File: src/rtl/vga_scan_if.sv
// Pixel-query and VGA pin bundle: the scan generator issues x/y, the renderers answer with colour.
// The master side drives coordinates and pins and receives the colour answer.
interface vga_scan_if;
   logic [9:0]  x;
   logic [9:0]  y;
   logic        video_on;
   logic        frame_tick;
   logic [11:0] color;
   logic [3:0]  vga_r;
   logic [3:0]  vga_g;
   logic [3:0]  vga_b;
   logic        hsync;
   logic        vsync;

   modport master (
      output x, y, video_on, frame_tick, vga_r, vga_g, vga_b, hsync, vsync,
      input  color
   );

   modport slave (
      input  x, y, video_on, frame_tick, vga_r, vga_g, vga_b, hsync, vsync,
      output color
   );
endinterface

File: src/rtl/vga_scan.sv
// 640x480@60 raster scan generator and pixel output stage; x/y to pins latency COLOR_LAT+1, no backpressure.
// Optional VGA_BORDER_EN forces a white one-pixel frame around the visible area for monitor alignment.
module vga_scan #(
   parameter int H_VIS     = 640,
   parameter int H_FP      = 16,
   parameter int H_SYNC    = 96,
   parameter int H_BP      = 48,
   parameter int V_VIS     = 480,
   parameter int V_FP      = 10,
   parameter int V_SYNC    = 2,
   parameter int V_BP      = 33,
   parameter int COLOR_LAT = 1
) (
   input  logic       clk,
   input  logic       rst_n,
   vga_scan_if.master pix
);

   localparam int H_TOT = H_VIS + H_FP + H_SYNC + H_BP;
   localparam int V_TOT = V_VIS + V_FP + V_SYNC + V_BP;

   logic [9:0] h_cnt;
   logic [9:0] v_cnt;

   always_ff @(posedge clk) begin
      if (!rst_n) begin
         h_cnt <= '0;
         v_cnt <= '0;
      end else if (h_cnt == 10'(H_TOT - 1)) begin
         h_cnt <= '0;
         v_cnt <= (v_cnt == 10'(V_TOT - 1)) ? '0 : v_cnt + 10'd1;
      end else begin
         h_cnt <= h_cnt + 10'd1;
      end
   end

   logic vid_raw;
   logic hs_raw;
   logic vs_raw;

   assign vid_raw = (h_cnt < 10'(H_VIS)) && (v_cnt < 10'(V_VIS));
   assign hs_raw  = !((h_cnt >= 10'(H_VIS + H_FP)) && (h_cnt < 10'(H_VIS + H_FP + H_SYNC)));
   assign vs_raw  = !((v_cnt >= 10'(V_VIS + V_FP)) && (v_cnt < 10'(V_VIS + V_FP + V_SYNC)));

   // Raw controls ride a COLOR_LAT-deep line so they meet the colour answer.
   logic vid_d;
   logic hs_d;
   logic vs_d;
`ifdef VGA_BORDER_EN
   logic [9:0] x_d;
   logic [9:0] y_d;
`endif

   if (COLOR_LAT == 0) begin : g_nodl
      assign vid_d = vid_raw;
      assign hs_d  = hs_raw;
      assign vs_d  = vs_raw;
`ifdef VGA_BORDER_EN
      assign x_d = h_cnt;
      assign y_d = v_cnt;
`endif
   end else begin : g_dl
      logic [COLOR_LAT-1:0] vid_sr;
      logic [COLOR_LAT-1:0] hs_sr;
      logic [COLOR_LAT-1:0] vs_sr;

      always_ff @(posedge clk) begin
         if (!rst_n) begin
            vid_sr <= '0;
            hs_sr  <= '1;
            vs_sr  <= '1;
         end else begin
            vid_sr <= COLOR_LAT'({vid_sr, vid_raw});
            hs_sr  <= COLOR_LAT'({hs_sr, hs_raw});
            vs_sr  <= COLOR_LAT'({vs_sr, vs_raw});
         end
      end

      assign vid_d = vid_sr[COLOR_LAT-1];
      assign hs_d  = hs_sr[COLOR_LAT-1];
      assign vs_d  = vs_sr[COLOR_LAT-1];

`ifdef VGA_BORDER_EN
      logic [9:0] x_sr [COLOR_LAT];
      logic [9:0] y_sr [COLOR_LAT];

      always_ff @(posedge clk) begin
         if (!rst_n) begin
            for (int i = 0; i < COLOR_LAT; i++) begin
               x_sr[i] <= '0;
               y_sr[i] <= '0;
            end
         end else begin
            x_sr[0] <= h_cnt;
            y_sr[0] <= v_cnt;
            for (int i = 1; i < COLOR_LAT; i++) begin
               x_sr[i] <= x_sr[i-1];
               y_sr[i] <= y_sr[i-1];
            end
         end
      end

      assign x_d = x_sr[COLOR_LAT-1];
      assign y_d = y_sr[COLOR_LAT-1];
`endif
   end

   logic [11:0] rgb_nxt;

   always_comb begin
      rgb_nxt = '0;
      if (vid_d) begin
         rgb_nxt = pix.color;
`ifdef VGA_BORDER_EN
         if ((x_d == '0) || (x_d == 10'(H_VIS - 1)) || (y_d == '0) || (y_d == 10'(V_VIS - 1)))
            rgb_nxt = 12'hFFF;
`endif
      end
   end

   logic [11:0] rgb_q;
   logic        hs_q;
   logic        vs_q;

   always_ff @(posedge clk) begin
      if (!rst_n) begin
         rgb_q <= '0;
         hs_q  <= 1'b1;
         vs_q  <= 1'b1;
      end else begin
         rgb_q <= rgb_nxt;
         hs_q  <= hs_d;
         vs_q  <= vs_d;
      end
   end

   assign pix.x          = h_cnt;
   assign pix.y          = v_cnt;
   assign pix.video_on   = vid_raw;
   assign pix.frame_tick = (h_cnt == '0) && (v_cnt == 10'(V_VIS));
   assign pix.vga_r      = rgb_q[11:8];
   assign pix.vga_g      = rgb_q[7:4];
   assign pix.vga_b      = rgb_q[3:0];
   assign pix.hsync      = hs_q;
   assign pix.vsync      = vs_q;

endmodule

File: src/flat_wrapper.sv
// flat-port wrapper written by rule: the top's interface ports become plain ports
module vga_scan_flat 
#(
   parameter int H_VIS     = 640,
   parameter int H_FP      = 16,
   parameter int H_SYNC    = 96,
   parameter int H_BP      = 48,
   parameter int V_VIS     = 480,
   parameter int V_FP      = 10,
   parameter int V_SYNC    = 2,
   parameter int V_BP      = 33,
   parameter int COLOR_LAT = 1
)
  (clk, rst_n, pix_x, pix_y, pix_video_on, pix_frame_tick, pix_vga_r, pix_vga_g, pix_vga_b, pix_hsync, pix_vsync, pix_color);
  vga_scan_if pix_i ();
  input  logic clk;
  input  logic rst_n;
  output wire logic [$bits(pix_i.x)-1:0] pix_x;
  output wire logic [$bits(pix_i.y)-1:0] pix_y;
  output wire logic [$bits(pix_i.video_on)-1:0] pix_video_on;
  output wire logic [$bits(pix_i.frame_tick)-1:0] pix_frame_tick;
  output wire logic [$bits(pix_i.vga_r)-1:0] pix_vga_r;
  output wire logic [$bits(pix_i.vga_g)-1:0] pix_vga_g;
  output wire logic [$bits(pix_i.vga_b)-1:0] pix_vga_b;
  output wire logic [$bits(pix_i.hsync)-1:0] pix_hsync;
  output wire logic [$bits(pix_i.vsync)-1:0] pix_vsync;
  input wire logic [$bits(pix_i.color)-1:0] pix_color;
  assign pix_x = pix_i.x;
  assign pix_y = pix_i.y;
  assign pix_video_on = pix_i.video_on;
  assign pix_frame_tick = pix_i.frame_tick;
  assign pix_vga_r = pix_i.vga_r;
  assign pix_vga_g = pix_i.vga_g;
  assign pix_vga_b = pix_i.vga_b;
  assign pix_hsync = pix_i.hsync;
  assign pix_vsync = pix_i.vsync;
  assign pix_i.color = pix_color;
  vga_scan #(.H_VIS(H_VIS), .H_FP(H_FP), .H_SYNC(H_SYNC), .H_BP(H_BP), .V_VIS(V_VIS), .V_FP(V_FP), .V_SYNC(V_SYNC), .V_BP(V_BP), .COLOR_LAT(COLOR_LAT)) u_core (.clk(clk), .rst_n(rst_n), .pix(pix_i));
endmodule
File: config.mk
export PLATFORM = sky130hd
export DESIGN_NAME = vga_scan_flat
export DESIGN_NICKNAME = d
export VERILOG_FILES = /design/src/rtl/vga_scan_if.sv /design/src/rtl/vga_scan.sv /design/src/flat_wrapper.sv
export SDC_FILE = /design/constraint.sdc
export NUM_CORES = 1
export LEC_CHECK = 0
export CAP_MARGIN = 20
export CORE_MARGIN = 3
export CORE_UTILIZATION = 42
export CTS_BUF_LIST = sky130_fd_sc_hd__clkbuf_4
export DETAILED_ROUTE_END_ITERATION = 8
export PLACE_DENSITY = 0.8
export SLEW_MARGIN = 20
export SYNTH_ARGS = -nofsm -noshare
export SYNTH_HDL_FRONTEND = slang
export SYNTH_SLANG_ARGS = --single-unit
File: constraint.sdc
create_clock -name clk -period 2 [get_ports clk]
set_input_delay 0.4 -clock clk [delete_from_list [all_inputs] [get_ports clk]]
set_output_delay 0.4 -clock clk [all_outputs]
set_load 0.05 [all_outputs]
Word level (Yosys, flattened, before mapping) --
Cells that the tools add are included.
Storage, ports and cells: flip-flop bits (word level) 37, input bits 14, output and inout bits 36, word-level logic and storage cells 30
Cells by class: add/subtract/negate cells 2, magnitude comparators 6, eq/ne operators 3, multiplexer cells 1, bitwise gates (word level) 1, reductions and logical operators 9
Operators with widths (number):
- adder 10 x 1 -> 10 bit (second input constant) | 2
- equality test 10 bit (second input constant) | 2
- < comparator 10 bit (second input constant) | 2
- < comparator 10 x 9 -> 1 bit (second input constant) | 2
- equality test 10 x 9 -> 1 bit (second input constant) | 1
- >= comparator 10 bit (second input constant) | 1
- >= comparator 10 x 9 -> 1 bit (second input constant) | 1
- logical NOT 10 bit | 1
- 2-to-1 mux 10 bit | 1
- logical AND 1 bit | 4
- logical NOT 1 bit | 2
- AND reduction 2 bit | 1
- OR reduction 2 bit | 1
- inverter 1 bit | 1

Logic depth before layout (Yosys ltp) --
depth after elaboration 3, depth in mapped cells 7, mapped depth without buffers 6

Worst setup path before layout --
No wires, ideal clock.
path kind register to output, from register u_core.v_cnt[5] (netlist: u_core.pix.y[5]), to output pix_frame_tick, data arrival time 2.041 ns, required time 1.600 ns, slack -0.441 ns, stages on the path, launching flop included 4, buffers on the path 0, path through dfxtp_1 > nand4_1 > or4_1 > nor2_1
Between the ends: word-level cells in the longest chain between the ends 2
Ends and longest elaborated chain:
- from (decl) | line vga_scan.sv:23 | logic [9:0] v_cnt;
- from (signal assigned) | line vga_scan.sv:31 | v_cnt <= (v_cnt == 10'(V_TOT - 1)) ? '0 : v_cnt + 10'd1;
- equality test 10 x 9 -> 1 bit | line vga_scan.sv:140 | assign pix.frame_tick = (h_cnt == '0) && (v_cnt == 10'(V_VIS));
- logical AND 1 bit | line vga_scan.sv:140
- to (decl) | line flat_wrapper.sv:21 | output wire logic [$bits(pix_i.frame_tick)-1:0] pix_frame_tick;
Every way passes these cells.

Final worst setup path --
from register u_core.v_cnt[7] (netlist: u_core.pix.y[7]), to output pix_frame_tick
Same word-level chain as after synthesis.

==> results.md <==
- The clock-pin slew on the worst setup and hold paths is 0.12 ns.
- TritonCTS built the clock tree.
- The met3 track demand over resource in global routing is 0.05952.
- The largest individual stage delay along the critical path comes from the cell sky130_fd_sc_hd__or4_4.
- The post-route antenna net violation count is 0.
- The endpoint of the most critical register-to-register path is u_core.pix.y[9]$_SDFFE_PN0N_.
- In the synthesized netlist the dominant register cell turns out to be sky130_fd_sc_hd__dfxtp_1.
- For the worst setup path, the data arrival time is 1.63 ns.
- Of all flip-flops after synthesis, the portion carrying an async set or reset was 0.
- The reg-to-reg critical path startpoint is u_core.pix.x[0]$_SDFF_PP0_.
- For met1 alone, demand over resource in global routing was 0.2280.
- The startpoint identified for the worst hold timing path is u_core.g_dl.vs_sr$_SDFF_PN1_.
- The static power due to leakage is slightly above 0.9 nW.
- After detailed routing, the average wire length per cell comes to 13.32 um.
- The relative area change from synthesis to final layout is 49.92%.
- The net count after synthesis is 178.
- Of the synthesized area, sequential elements account for 0.4893.
- The clock arrives with 0.01612 ns of skew.
- The worst ir drop on vdd is ~0.35 mV.
- For the pin with the worst max-slew slack, the measured transition is between 0.5 and 0.6 ns.
- Max-cap violations in this run came to 0.
- Synthesis handed over a netlist of 160 instances.
- The fraction of layout instances using a drive strength above 1 is 0.2353.
- In the routed layout, each cell is associated on average with a via count of slightly above 5.
- Wires add up to 3557 um.
- The final layout contains 238 nets.
- Timing would allow up to between 0.4 and 0.5 GHz.
- Along the worst path, the maximum fanout reaches 6.
- The number of buffer cells added on primary ports is slightly below 50.
- The worst path required time is 1.60 ns.
- By count the netlist is led by 37 x sky130_fd_sc_hd__dfxtp_1, 14 x sky130_fd_sc_hd__nor2_1, 13 x sky130_fd_sc_hd__and3_1.
- The critical path goes through nand4_1 > or4_4 > nor2_4 > buf_12.
- The final-report setup violation count is 1.
- Synthesis inferred 37 register bits.
- The clock root buffer is sky130_fd_sc_hd__clkbuf_4.
- The kind of start point of the critical path is a register.
- The floorplan die area is 0.004361 mm2.
- The TritonCTS buffer count is 5.
- The placed wire-length estimate after detailed placement is 2468 um.
- The kind of end point of the critical path is a primary output.
- The number of remaining DRC errors is 0.
- The number of different library cells used by synthesis comes to 33.
- Clock latency on the worst-skew pair, taken at its later pin, is about 0.36 ns.
- The max-slew violation count is 0.
- Measured against its own limit, the worst slew margin works out to 0.6490.
- The maximum number of pins on one net before global-route repair is 18.
- The first global-routing pass estimated 5623 um of wire.
- The number of global-route vias before repair is ~1100.
- The final reports fail on setup timing.
- Counting along the longest clock path gives a buffer depth of 2.
- The setup slack of the critical path after layout is -0.03150 ns.
- The layer flagged by global routing as most heavily used is met2.
- The largest delay contributor family on the critical path is simple AND/OR/NAND/NOR gates.
- The die boundary width is between 60 and 70 um.
- In the finished design, the share of the clock period the worst path needs comes to 1.016.
- For this run, global-route usage on met2 was measured as 0.2503.
- Averaged over all synthesized cells, the footprint is 9.462 um2.
- Among all cell types in the netlist, the one instantiated most often is sky130_fd_sc_hd__dfxtp_1.
- The synthesized area is 0.001514 mm2.
- Counting flops with a built-in enable in the synthesized netlist gives 0.
- The portion of synthesized cell area occupied by the leading cell type is 0.4893.
- The initial utilization of the core area, before any placement, comes to 0.4432.
- The clock tree synthesis step divided the H-tree into 2 levels.
- The leading area contributor after synthesis is sky130_fd_sc_hd__dfxtp_1.
- The worst stage delay on the critical path is 0.46 ns.
- The routed layout has approximately 1400 vias.
- Counting I/O delays and the setup requirement, the final critical path takes between 2 and 2.5 ns.
- In this run the register-to-register setup slack is 0.08 ns.
- The cell count along the critical path is 4.
- The combined buffer and inverter count along the critical path is 1.
- For this design, the sink count on the clock tree is 37.
- The path type of the worst setup path is register to primary output.
- In this run the worst hold path is classified as register to register.
- The end of the critical path is pix_frame_tick.
- The number of antenna violations at the first check in global routing is 0.
- The top-level I/O count is 50.
- The placer congestion estimate is 0.8238.
- The count of TritonRoute iterations in the first routing pass is 4.
- After global routing the overflow that remains totals 0.
- After floorplanning, the core was sized to cover 0.003416 mm2.
- Hold repair after CTS inserted 0 buffers.
- Yosys attributes the largest share of cell area to sky130_fd_sc_hd__dfxtp_1 49%, sky130_fd_sc_hd__and3_1 5.4%, sky130_fd_sc_hd__xnor2_1 5.2%.
- Row generation in the floorplan step produced 21 rows.
- Measured in cells, the most critical reg-to-reg path has a length of 5.
- Setup repair after global routing could not meet its margin everywhere.
- The power per cell area is 630.8 mW/mm2.
- The first-iteration detailed-routing DRC count is 64.
- The number of failing hold endpoints at the final stage is 0.
- The die is roughly 66 um tall.
- In the final timing run, aggregate negative setup slack is -0.03150 ns.
- The run finished, with violations left.
- In this run the worst setup path begins at u_core.pix.y[7]$_SDFFE_PN0N_.
- The antenna diode count is 0.
- Along the worst hold path, the cell count comes to 1.
- Across every metal layer, demand over resource in global routing totals 0.1705.
- The number of warnings printed during yosys synthesis is 0.
- After filler insertion, the fill cell instance count of the layout stands at 290.
- The final hold slack is 0.4251 ns.
repair_timing:
action,in CTS,in global routing
endpoints found under the setup margin,9,5
gates resized for setup,15,8
pin swaps,2,4
setup buffers,0,3
how the worst min path moves through the flow:
stage	endpoint	slack, ns
floorplan	u_core.pix.hsync$_SDFF_PN1_	0.39
global placement	u_core.pix.hsync$_SDFF_PN1_	0.39
detailed placement	u_core.pix.hsync$_SDFF_PN1_	0.40
CTS	u_core.pix.vsync$_SDFF_PN1_	0.43
global route	u_core.pix.hsync$_SDFF_PN1_	0.43
finish	u_core.pix.vsync$_SDFF_PN1_	0.43
cells in the final DEF, fill, tap and decap left out, types with 7 or more instances in the layout:
| cell type | Yosys | final |
|---|---|---|
| sky130_fd_sc_hd__nand3_1 | 9 | 9 |
| sky130_fd_sc_hd__nor2_1 | 14 | 13 |
| sky130_fd_sc_hd__xnor2_1 | 9 | 9 |
| sky130_fd_sc_hd__dfxtp_1 | 37 | 25 |
| sky130_fd_sc_hd__dfxtp_2 | 0 | 7 |
| sky130_fd_sc_hd__buf_4 | 0 | 18 |
| sky130_fd_sc_hd__and3_1 | 13 | 13 |
| sky130_fd_sc_hd__nand4_1 | 9 | 9 |
| sky130_fd_sc_hd__nand2_1 | 8 | 8 |
| sky130_fd_sc_hd__clkdlybuf4s50_1 | 0 | 31 |
through the flow:
stage	util	setup slack [ns]	power, mW	instances	area, um2
2_1_floorplan	-	-0.1241	0.8590	160	1554
3_3_place_gp	0.6158	0.1120	0.9216	256	2103
3_5_place_dp	0.6158	0.08373	0.9218	256	2103
4_1_cts	0.6462	-0.04640	1.446	264	2207
5_1_grt	0.6645	-0.1238	1.483	267	2270
6_report	0.6645	-0.03150	1.432	267	2270
kinds of logic after synthesis:
family,count (synthesis),share of synthesized area
DFF,37,0.4893
adders and majority gates,4,0.03306
xor gates and xnor gates,13,0.07521
buffers and inverters,13,0.04297
and+or+nand+nor,83,0.3173
AOI/OAI and AO/OA,10,0.04215
registers in the layout, indices dropped and copies added (netlist names):
signal              cells
u_core.rgb_q           12
u_core.pix.x           10
u_core.pix.y           10
u_core.g_dl.hs_sr       1
u_core.g_dl.vid_sr      1
u_core.g_dl.vs_sr       1
u_core.pix.hsync        1
u_core.pix.vsync        1
power breakdown:
group | internal, mW | switching (mW)
Sequential | 0.747 | 0.0128
Clock | 0.264 | 0.266
Combinational | 0.0614 | 0.0806
Total | 1.07 | 0.359
layer usage:
layer  wire length [um]  part of all wire
met5                  0                 0
met4                 68             0.019
met3                255             0.072
met2               1605              0.45
met1               1628              0.46
final cells by class:
cell class | instances | area, um2 | share of cell area
inverter | 6 | 22.52 | 0.009923
clock inverter | 3 | 46.29 | 0.02040
tap | 46 | 57.56 | 0.02536
sequential | 37 | 768.2 | 0.3385
clock buffer | 5 | 37.54 | 0.01654
timing repair buffer | 60 | 574.3 | 0.2530
multi-input combinational | 110 | 763.2 | 0.3363
No activity file was read; power rests on OpenSTA's default activity.
